===== config.mk =====
export PLATFORM = sky130hd
export DESIGN_NAME = risc6_fetch_ctrl
export DESIGN_NICKNAME = d
export VERILOG_FILES = /design/src/rtl/risc6_pkg.sv /design/src/rtl/risc6_ibuf.sv /design/src/rtl/risc6_fetch_ctrl.sv
export SDC_FILE = /design/constraint.sdc
export NUM_CORES = 1
export LEC_CHECK = 0
export ABC_AREA = 1
export CORE_MARGIN = 2
export CORE_UTILIZATION = 63
export DETAILED_ROUTE_END_ITERATION = 16
export DONT_BUFFER_PORTS = 1
export PLACE_DENSITY = 0.79
export SYNTH_ARGS = -nofsm -noshare
export SYNTH_HDL_FRONTEND = slang
export SYNTH_SLANG_ARGS = --single-unit

===== constraint.sdc =====
create_clock -name clk -period 3.8 [get_ports clk]
set_input_delay 0.76 -clock clk [delete_from_list [all_inputs] [get_ports clk]]
set_output_delay 0.76 -clock clk [all_outputs]
set_load 0.02 [all_outputs]

===== src/rtl/risc6_pkg.sv =====
// Shared opcode constants, fetch FSM state type and decode helper
// for the risc6 fetch controller.
package risc6_pkg;

  localparam logic [5:0] OP_LDI = 6'b000000;
  localparam logic [5:0] OP_ADD = 6'b000001;
  localparam logic [5:0] OP_SUB = 6'b000010;
  localparam logic [5:0] OP_AND = 6'b000011;
  localparam logic [5:0] OP_STR = 6'b000111;
  localparam logic [5:0] OP_HLT = 6'b111111;

  typedef enum logic [2:0] {
    S_IDLE,
    S_RUN,
    S_DRAIN,
    S_HALTED,
    S_ERROR
  } state_t;

  function automatic logic is_hlt(input logic [5:0] op);
    return op == OP_HLT;
  endfunction

endpackage


===== src/rtl/risc6_ibuf.sv =====
// Prefetch buffer: synchronous FIFO with flush and occupancy count.
// Simultaneous push and pop both take effect.
module risc6_ibuf #(
  parameter int DEPTH = 2,
  parameter int W     = 32
) (
  input  logic                     clk,
  input  logic                     rst,
  input  logic                     flush,
  input  logic                     push,
  input  logic [W-1:0]             din,
  input  logic                     pop,
  output logic [W-1:0]             dout,
  output logic [$clog2(DEPTH):0]   count,
  output logic                     empty
);

  localparam int AW = $clog2(DEPTH);
  localparam logic [AW:0]   C_ONE   = 1;
  localparam logic [AW:0]   C_FULL  = (AW+1)'(DEPTH);
  localparam logic [AW-1:0] P_ONE   = 1;

  logic [W-1:0]  mem [DEPTH];
  logic [AW-1:0] wp, rp;
  logic          full, do_push, do_pop;

  assign empty   = count == '0;
  assign full    = count == C_FULL;
  assign do_pop  = pop & ~empty;
  assign do_push = push & (~full | do_pop);
  assign dout    = mem[rp];

  always_ff @(posedge clk) begin
    if (do_push) mem[wp] <= din;
  end

  always_ff @(posedge clk or negedge rst) begin
    if (!rst) begin
      wp    <= '0;
      rp    <= '0;
      count <= '0;
    end else if (flush) begin
      wp    <= '0;
      rp    <= '0;
      count <= '0;
    end else begin
      if (do_push) wp <= wp + P_ONE;
      if (do_pop)  rp <= rp + P_ONE;
      case ({do_push, do_pop})
        2'b10:   count <= count + C_ONE;
        2'b01:   count <= count - C_ONE;
        default: count <= count;
      endcase
    end
  end

endmodule


===== src/rtl/risc6_fetch_ctrl.sv =====
// risc6 fetch controller: prefetches words into risc6_ibuf, issues one per cycle.
// Define RISC6_STEP_EN to add step_mode/step single-step issue gating.
module risc6_fetch_ctrl
  import risc6_pkg::*;
#(
  parameter int DEPTH       = 2,
  parameter int TIMEOUT_CYC = 64
) (
  input  logic        clk,
  input  logic        rst,
  input  logic        start,
  output logic        imem_req,
  output logic [31:0] imem_addr,
  input  logic        imem_ack,
  input  logic [31:0] imem_rdata,
  input  logic [31:0] core_pc,
  input  logic        core_halt,
  output logic [31:0] core_instr,
  output logic        core_en,
  output logic        busy,
  output logic        halted,
  output logic        err,
  output logic [15:0] issued_cnt
`ifdef RISC6_STEP_EN
  ,
  input  logic        step_mode,
  input  logic        step
`endif
);

  localparam int AW = $clog2(DEPTH);
  localparam int TW = $clog2(TIMEOUT_CYC) + 1;
  localparam logic [AW:0]   C_ONE  = 1;
  localparam logic [AW:0]   C_FULL = (AW+1)'(DEPTH);
  localparam logic [TW-1:0] T_ONE  = 1;
  localparam logic [TW-1:0] T_LAST = TW'(TIMEOUT_CYC - 1);

  state_t        state;
  logic [31:0]   fetch_addr, last_instr, head;
  logic [TW-1:0] wait_cnt;
  logic [AW:0]   count, cnt_after;
  logic          empty, run, issue, stop, ack_ok, push;
  logic          raise, timeout, start_ok, flush, step_ok;

  assign run      = state == S_RUN;
  assign issue    = run & ~empty & ~core_halt & step_ok;
  assign stop     = run & (core_halt | (issue & is_hlt(head[31:26])));
  assign ack_ok   = imem_req & imem_ack;
  assign push     = run & ack_ok & ~stop;
  assign timeout  = imem_req & ~imem_ack & (wait_cnt == T_LAST);
  assign start_ok = start & (state == S_IDLE | state == S_HALTED |
                             state == S_ERROR);
  assign flush    = start_ok | stop;

  // occupancy after this edge, so a request can follow an ack directly
  always_comb begin
    cnt_after = count;
    if (push)  cnt_after = cnt_after + C_ONE;
    if (issue) cnt_after = cnt_after - C_ONE;
  end

  assign raise = run & ~stop & ~timeout & (~imem_req | imem_ack) &
                 (cnt_after < C_FULL);

  assign imem_addr  = fetch_addr;
  assign core_en    = issue;
  assign core_instr = issue ? head : last_instr;
  assign busy       = state == S_RUN | state == S_DRAIN;
  assign halted     = state == S_HALTED;
  assign err        = state == S_ERROR;

`ifdef RISC6_STEP_EN
  logic step_pend;
  assign step_ok = ~step_mode | step_pend;

  always_ff @(posedge clk or negedge rst) begin
    if (!rst)          step_pend <= 1'b0;
    else if (start_ok) step_pend <= 1'b0;
    else if (step)     step_pend <= 1'b1;
    else if (issue)    step_pend <= 1'b0;
  end
`else
  assign step_ok = 1'b1;
`endif

  risc6_ibuf #(
    .DEPTH (DEPTH),
    .W     (32)
  ) u_ibuf (
    .clk   (clk),
    .rst   (rst),
    .flush (flush),
    .push  (push),
    .din   (imem_rdata),
    .pop   (issue),
    .dout  (head),
    .count (count),
    .empty (empty)
  );

  always_ff @(posedge clk or negedge rst) begin
    if (!rst) begin
      state      <= S_IDLE;
      imem_req   <= 1'b0;
      fetch_addr <= '0;
      last_instr <= '0;
      wait_cnt   <= '0;
      issued_cnt <= '0;
    end else begin
      if (issue) last_instr <= head;
      if (issue && issued_cnt != 16'hFFFF)
        issued_cnt <= issued_cnt + 16'd1;
      if (ack_ok) fetch_addr <= fetch_addr + 32'd1;
      if (imem_req && !imem_ack) wait_cnt <= wait_cnt + T_ONE;
      else                       wait_cnt <= '0;
      unique case (state)
        S_IDLE, S_HALTED, S_ERROR: begin
          if (start) begin
            state      <= S_RUN;
            fetch_addr <= core_pc;
            issued_cnt <= '0;
          end
        end
        S_RUN: begin
          if (timeout) begin
            state    <= S_ERROR;
            imem_req <= 1'b0;
          end else if (stop) begin
            state    <= S_DRAIN;
            imem_req <= imem_req & ~imem_ack;
          end else begin
            imem_req <= raise | (imem_req & ~imem_ack);
          end
        end
        S_DRAIN: begin
          if (timeout) begin
            state    <= S_ERROR;
            imem_req <= 1'b0;
          end else if (!imem_req || imem_ack) begin
            state    <= S_HALTED;
            imem_req <= 1'b0;
          end
        end
        default: state <= S_IDLE;
      endcase
    end
  end

endmodule


# [Word level (Yosys, flattened, before mapping)]
# Memories as Yosys holds them, arrays and structs flattened.
# Cells that the tools add are included.
[classes] addsub=8 order_cmp=1 n_eq_ne=13 n_mux=29 bitwise_logic=31 n_reduce_logical=14
[op_table] op="$mux 32" n=4
[op_table] op="$mux 16" n=3
[op_table] op="$add 32x1->32 const B" n=1
[op_table] op="$add 16x1->16 const B" n=1
[op_table] op="$and 1x1->1" n=16
[op_table] op="$ne 16x16->1 const B" n=1
[op_table] op="$mux 3" n=5
[op_table] op="$mux 1" n=10
[op_table] op="$pmux 3 s3" n=1
[op_table] op="$or 1x1->1" n=8
[op_table] op="$add 7x1->7 const B" n=1
[op_table] op="$eq 7x6->1 const B" n=1
[op_table] op="$mux 7" n=1
[op_table] op="$not 1->1" n=7
[op_table] op="$eq 3x2->1 const B" n=2
[op_table] op="$eq 6x6->1 const B" n=1
[op_table] op="$mux 2" n=3
[op_table] op="$reduce_bool 2->1" n=3
[op_table] op="$eq 2x2->1 const B" n=2
[op_table] op="$pmux 2 s2" n=1
[op_table] op="$sub 2x1->2 const B" n=2
[op_table] op="$eq 3x1->1 const B" n=1
[op_table] op="$eq 3x3->1 const B" n=1
[op_table] op="$logic_not 3->1" n=1
[op_table] op="other kinds (16)" n=19
[word_totals] reg_bits=95 ram_bits=64 inputBits=69 wordCells=106 memories=1
[memory_table] memory="u_ibuf.mem" depth=2 word_bits=32 read_ports=1 rd_ports_with_merged_regs=0 write_ports=1 line="risc6_ibuf.sv:23" text="logic [W-1:0] mem [DEPTH];"

# [Logic depth before layout (Yosys ltp)]
[depth] word_depth=18 depth_mapped=17 depth_no_buf=16

# [Modules after synthesis]
# From an unflattened synthesis, not the netlist that was laid out.
[hier_totals] hier_cells=915 hier_area_um2=7603.5
[modules_own_cells] module="risc6_fetch_ctrl" instances=1 cells_each=710 area_each_um2=5023.6 seq_area_each_um2=2277.2
[modules_own_cells] module="risc6_ibuf" instances=1 cells_each=205 area_each_um2=2580.0 seq_area_each_um2=2021.9

# [Worst setup path before layout]
# Ideal clock, no wire load.
[synth_timing] path_type="input to register" start="input core_halt" end="memory u_ibuf.mem[0][0], enable pin" setup_time_ns=0.421 arrival_ns=2.734 setup_slack_ns=0.645 path_stages=8 path_buffers=0 cell_sequence="nor2_1 > nand3_2 > nor2_1 > nand3_2 > nand2_1 > nor2_2 > nand3_1 > nor2_1"
[synth_via] elab_chain_len=10 elab_cells_between_ends=12 cone_classes="mux: 2; bitwise: 10"
[synth_rtl] element="start, declared" line="risc6_fetch_ctrl.sv:17" text="input logic core_halt,"
[synth_rtl] element="$not 1->1" line="risc6_fetch_ctrl.sv:46" text="assign issue = run & ~empty & ~core_halt & step_ok;"
[synth_rtl] element="$and 1x1->1" line="risc6_fetch_ctrl.sv:46"
[synth_rtl] element="$and 1x1->1" line="risc6_fetch_ctrl.sv:47" text="assign stop = run & (core_halt | (issue & is_hlt(head[31:26])));"
[synth_rtl] element="$or 1x1->1" line="risc6_fetch_ctrl.sv:47"
[synth_rtl] element="$and 1x1->1" line="risc6_fetch_ctrl.sv:47"
[synth_rtl] element="$not 1->1" line="risc6_fetch_ctrl.sv:49" text="assign push = run & ack_ok & ~stop;"
[synth_rtl] element="$and 1x1->1" line="risc6_fetch_ctrl.sv:49"
[synth_rtl] element="$and 1x1->1 (*)" line="risc6_ibuf.sv:30" text="assign do_push = push & (~full | do_pop);"
[synth_rtl] element="$mux 1 (*)" line="risc6_ibuf.sv:34" text="if (do_push) mem[wp] <= din;"
[synth_rtl] element="$mux 1 (implied by the code) (*)" line="risc6_ibuf.sv:34"
[synth_rtl] element="end, declared" line="risc6_ibuf.sv:23"
# Every way passes the cells marked *; elsewhere a longest branch is shown, timed or not.

# [Worst setup path after layout]
[layout_timing] start="register u_ibuf.count[0]" end="output core_instr[0]"
[layout_via] elab_chain_len=5
[layout_rtl] element="start, declared" line="risc6_ibuf.sv:14" text="output logic [$clog2(DEPTH):0] count,"
[layout_rtl] element="start signal, assigned" line="risc6_ibuf.sv:50" text="2'b10: count <= count + C_ONE;"
[layout_rtl] element="start signal, assigned" line="risc6_ibuf.sv:51" text="2'b01: count <= count - C_ONE;"
[layout_rtl] element="start signal, assigned" line="risc6_ibuf.sv:52" text="default: count <= count;"
[layout_rtl] element="$logic_not 2->1" line="risc6_ibuf.sv:27" text="assign empty = count == '0;"
[layout_rtl] element="$not 1->1" line="risc6_fetch_ctrl.sv:46"
[layout_rtl] element="$and 1x1->1 (2 in a row)" line="risc6_fetch_ctrl.sv:46"
[layout_rtl] element="$mux 32" line="risc6_fetch_ctrl.sv:67" text="assign core_instr = issue ? head : last_instr;"
[layout_rtl] element="end, declared" line="risc6_fetch_ctrl.sv:18" text="output logic [31:0] core_instr,"
# No other way between the ends.

==> metrics.txt <==
Core ar. 0.01137 mm^2; Critical path buffers and inverters 3; synth-to-layout area growth 10.03%; Initial Util 64.29%; Wirelength per Cell 16.90 um; worst reg2reg path endpoint u_ibuf.mem[1][14]$_DFFE_PP_; clock tree root driver cell clkbuf_16; Post-synth ARST share 59.75%; die footprint 0.01248 mm^2; GRT Total Usage 26.51%; CTS Buf Count 17; vias in the first global route 5428; Yosys cell types 41; crit end category primary output; slowest CP cell a31oi_1; maxcap violations 0; netlist area before placement 0.007310 mm^2; Nets 856; Max Clk Rate 0.2864 GHz; Cell Int Power 3657 uW; Fin Clk Skew 0.006892 ns; Setup WS post-layout 0.3082 ns; Tmin final 3.492 ns; worst min path class input port to asynchronous set/reset pin; CTS tree built; Synth Area per Inst 9.347 um^2; antenna viol nets, final 0; Net Sw Frac 41.51%; Final Slew Violations 0; Skew-Pair Late Insertion Delay 0.42 ns; Cell Pwr Density 777.4 mW/mm^2; CP most frequent cell nor2_1; share of layout cells above drive strength 1 8.931%; cells on worst reg2reg path 12; RSZ-0062 raised after global routing no; CP max stage delay 0.50 ns; Seq/Total Area, Yosys 58.82%; CP Class flip-flop to primary output; first-pass GRT wire length 26040 um; WP data required 3.04 ns; VDD IR max 0.5525 mV; largest net degree at the start of global routing 96; initial antenna violation count 1; setup TNS 0 ns; CTS sink count 159; period utilization 91.89%; Post-synth top flop dfrtp_1; Clock transition at path regs 0.07 ns; status completed; DP HPWL 11110 um; # setup viols final 0; Reg2Reg Launch Point u_ibuf.rp$_DFFE_PN0P_; Psw 2596 uW; FP Rows 39; fill count 824; Post-Synthesis Cells 782; crit path DAT 2.73 ns; P_leak 0.003351 uW; gp weighted congestion 0.8878; Syn Nets 856; combinational power share 28.4%; flops & latches, synth 159; pre-CTS setup slack 0.5984 ns; Vias/cell 5.830; power share of the clock group 26.5%; Crit path max-delay family buffers and inverters; grt ovf 0; initial DRC count 340; Reg power frac 45.2%; DRC 0; crit-path max FO 33; Worst slew margin 44.32%; DRT Pass-1 Iters 5; die width 111.7 um; worst slew pin tran 0.8264 ns; htree depth 4; die height 111.7 um; IO Pins 154; R2R Setup Slk 0.95 ns; Worst Setup Start Kind flip-flop; vias after detailed routing 5474; Hold Violations, Final 0; number of synthesized flops with an enable pin 64; synth warn 0; Post-Route WL 15870 um; Cell Chain, Critical Path inv_1 -> ha_1 -> nor2_1 -> nand3_2 -> clkinv_2 -> buf_12 -> nor2_1 -> a31oi_1; Longest Clk Path Bufs 2; port bufs 0
## placed cells by master (no fill, tap or decap), types with 4 or more instances in the layout
| cell | netlist | final |
|---|---|---|
| nand2_1 | 181 | 180 |
| nor2_1 | 108 | 106 |
| dfrtp_1 | 95 | 95 |
| inv_1 | 71 | 71 |
| edfxtp_1 | 64 | 64 |
| o21ai_0 | 32 | 32 |
| a21oi_1 | 31 | 31 |
| a31oi_1 | 29 | 29 |
| xor2_1 | 24 | 24 |
| nand3_1 | 22 | 22 |
| nor3_1 | 19 | 19 |
| nand4_1 | 18 | 18 |
| clkbuf_16 | 0 | 18 |
| xnor2_1 | 11 | 11 |
| nand2_2 | 7 | 8 |
| or2_2 | 5 | 5 |
| ha_1 | 5 | 5 |
| buf_4 | 0 | 5 |
| nor2_2 | 4 | 4 |
| o211ai_1 | 4 | 4 |
| nor2_4 | 2 | 4 |
| inv_6 | 0 | 4 |
| clkinvlp_4 | 0 | 4 |
## power by group through the flow
stage	clock [uW]	sequential [uW]	combinational, uW
after floorplan	0	2710	1480
after global placement	0	2840	1680
after detailed placement	0	2850	1750
after CTS	1680	2820	1770
after global routing	1740	2880	1980
final	1660	2820	1770
## registers in the layout, summed over array words and instances, names as in the netlist
name	cells
issued_cnt	16
wait_cnt	7
u_ibuf.count	2
u_ibuf.mem	64
state	3
imem_addr	32
imem_req	1
last_instr	32
u_ibuf.rp	1
u_ibuf.wp	1
## synth_stat cells, types with 7 or more instances
master | count | share of area [%]
xnor2_1 | 11 | 1.3
clkbuf_1 | 16 | 0.82
dfrtp_1 | 95 | 33
nor2_1 | 108 | 5.5
nand3_1 | 22 | 1.5
nand2_2 | 7 | 0.60
edfxtp_1 | 64 | 26
xor2_1 | 24 | 2.9
nor3_1 | 19 | 1.3
a31oi_1 | 29 | 2.5
nand2_1 | 181 | 9.3
a21oi_1 | 31 | 2.1
nand4_1 | 18 | 1.5
inv_1 | 71 | 3.6
o21ai_0 | 32 | 2.2
## worst max-delay path by stage
stage	from	endpoint	depth (start not counted)
3_5_place_dp	core_halt	core_instr[1]	6
4_1_cts	u_ibuf.count[0]$_DFFE_PN0P_	core_instr[19]	8
6_report	u_ibuf.count[0]$_DFFE_PN0P_	core_instr[0]	8
3_3_place_gp	core_halt	core_instr[0]	6
2_1_floorplan	core_halt	u_ibuf.mem[0][0]$_DFFE_PP_	8
5_1_grt	u_ibuf.count[0]$_DFFE_PN0P_	core_instr[19]	8
## routing by layer
layer | vias to the layer above | wire [um] | track usage [%] | share of wire [%]
li1 | 2602 | - | - | -
met1 | 2587 | 6077 | 31.07 | 38
met3 | 39 | 1572 | 10.34 | 9.9
met5 | - | 0 | 0 | 0
met2 | 246 | 7701 | 43.03 | 49
met4 | 0 | 518 | 12.84 | 3.3
## final cells by class
type,instances,area (um^2),share of cell area [%]
sequential,159,4299,53.45
multi-input combinational,524,2636,32.78
clock buffer,19,464.2,5.772
inverter,74,279.0,3.469
tap,143,178.9,2.225
clock inverter,13,125.1,1.556
timing repair buffer,6,57.56,0.7156
antenna,1,2.502,0.03111
## timing repair
item,in CTS,in global routing
resized for setup,0,1
endpoints found under the setup margin,0,4
setup buffers,0,0
hold buffers,0,0
## stage by stage
step | hold WS [ns] | util [%] | total power [uW] | area [um^2] | instances
3_5_place_dp | 0.4669 | 65.52 | 4604 | 7450 | 906
3_3_place_gp | 0.4447 | 65.52 | 4516 | 7450 | 906
4_1_cts | 0.01739 | 70.71 | 6270 | 8039 | 938
2_1_floorplan | 0.4329 | - | 4199 | 7310 | 782
5_1_grt | 0.01152 | 70.74 | 6604 | 8043 | 939
6_report | 0.02901 | 70.74 | 6253 | 8043 | 939
## logic make-up after synthesis
| family | synth area share [%] |
|---|---|
| compound gates | 8.370 |
| xor+xnor | 4.194 |
| fa+ha+maj | 0.8559 |
| buf+inv | 5.358 |
| flops | 58.82 |
| simple gates | 22.41 |
Note: power is estimated with default switching activity, not from simulation.
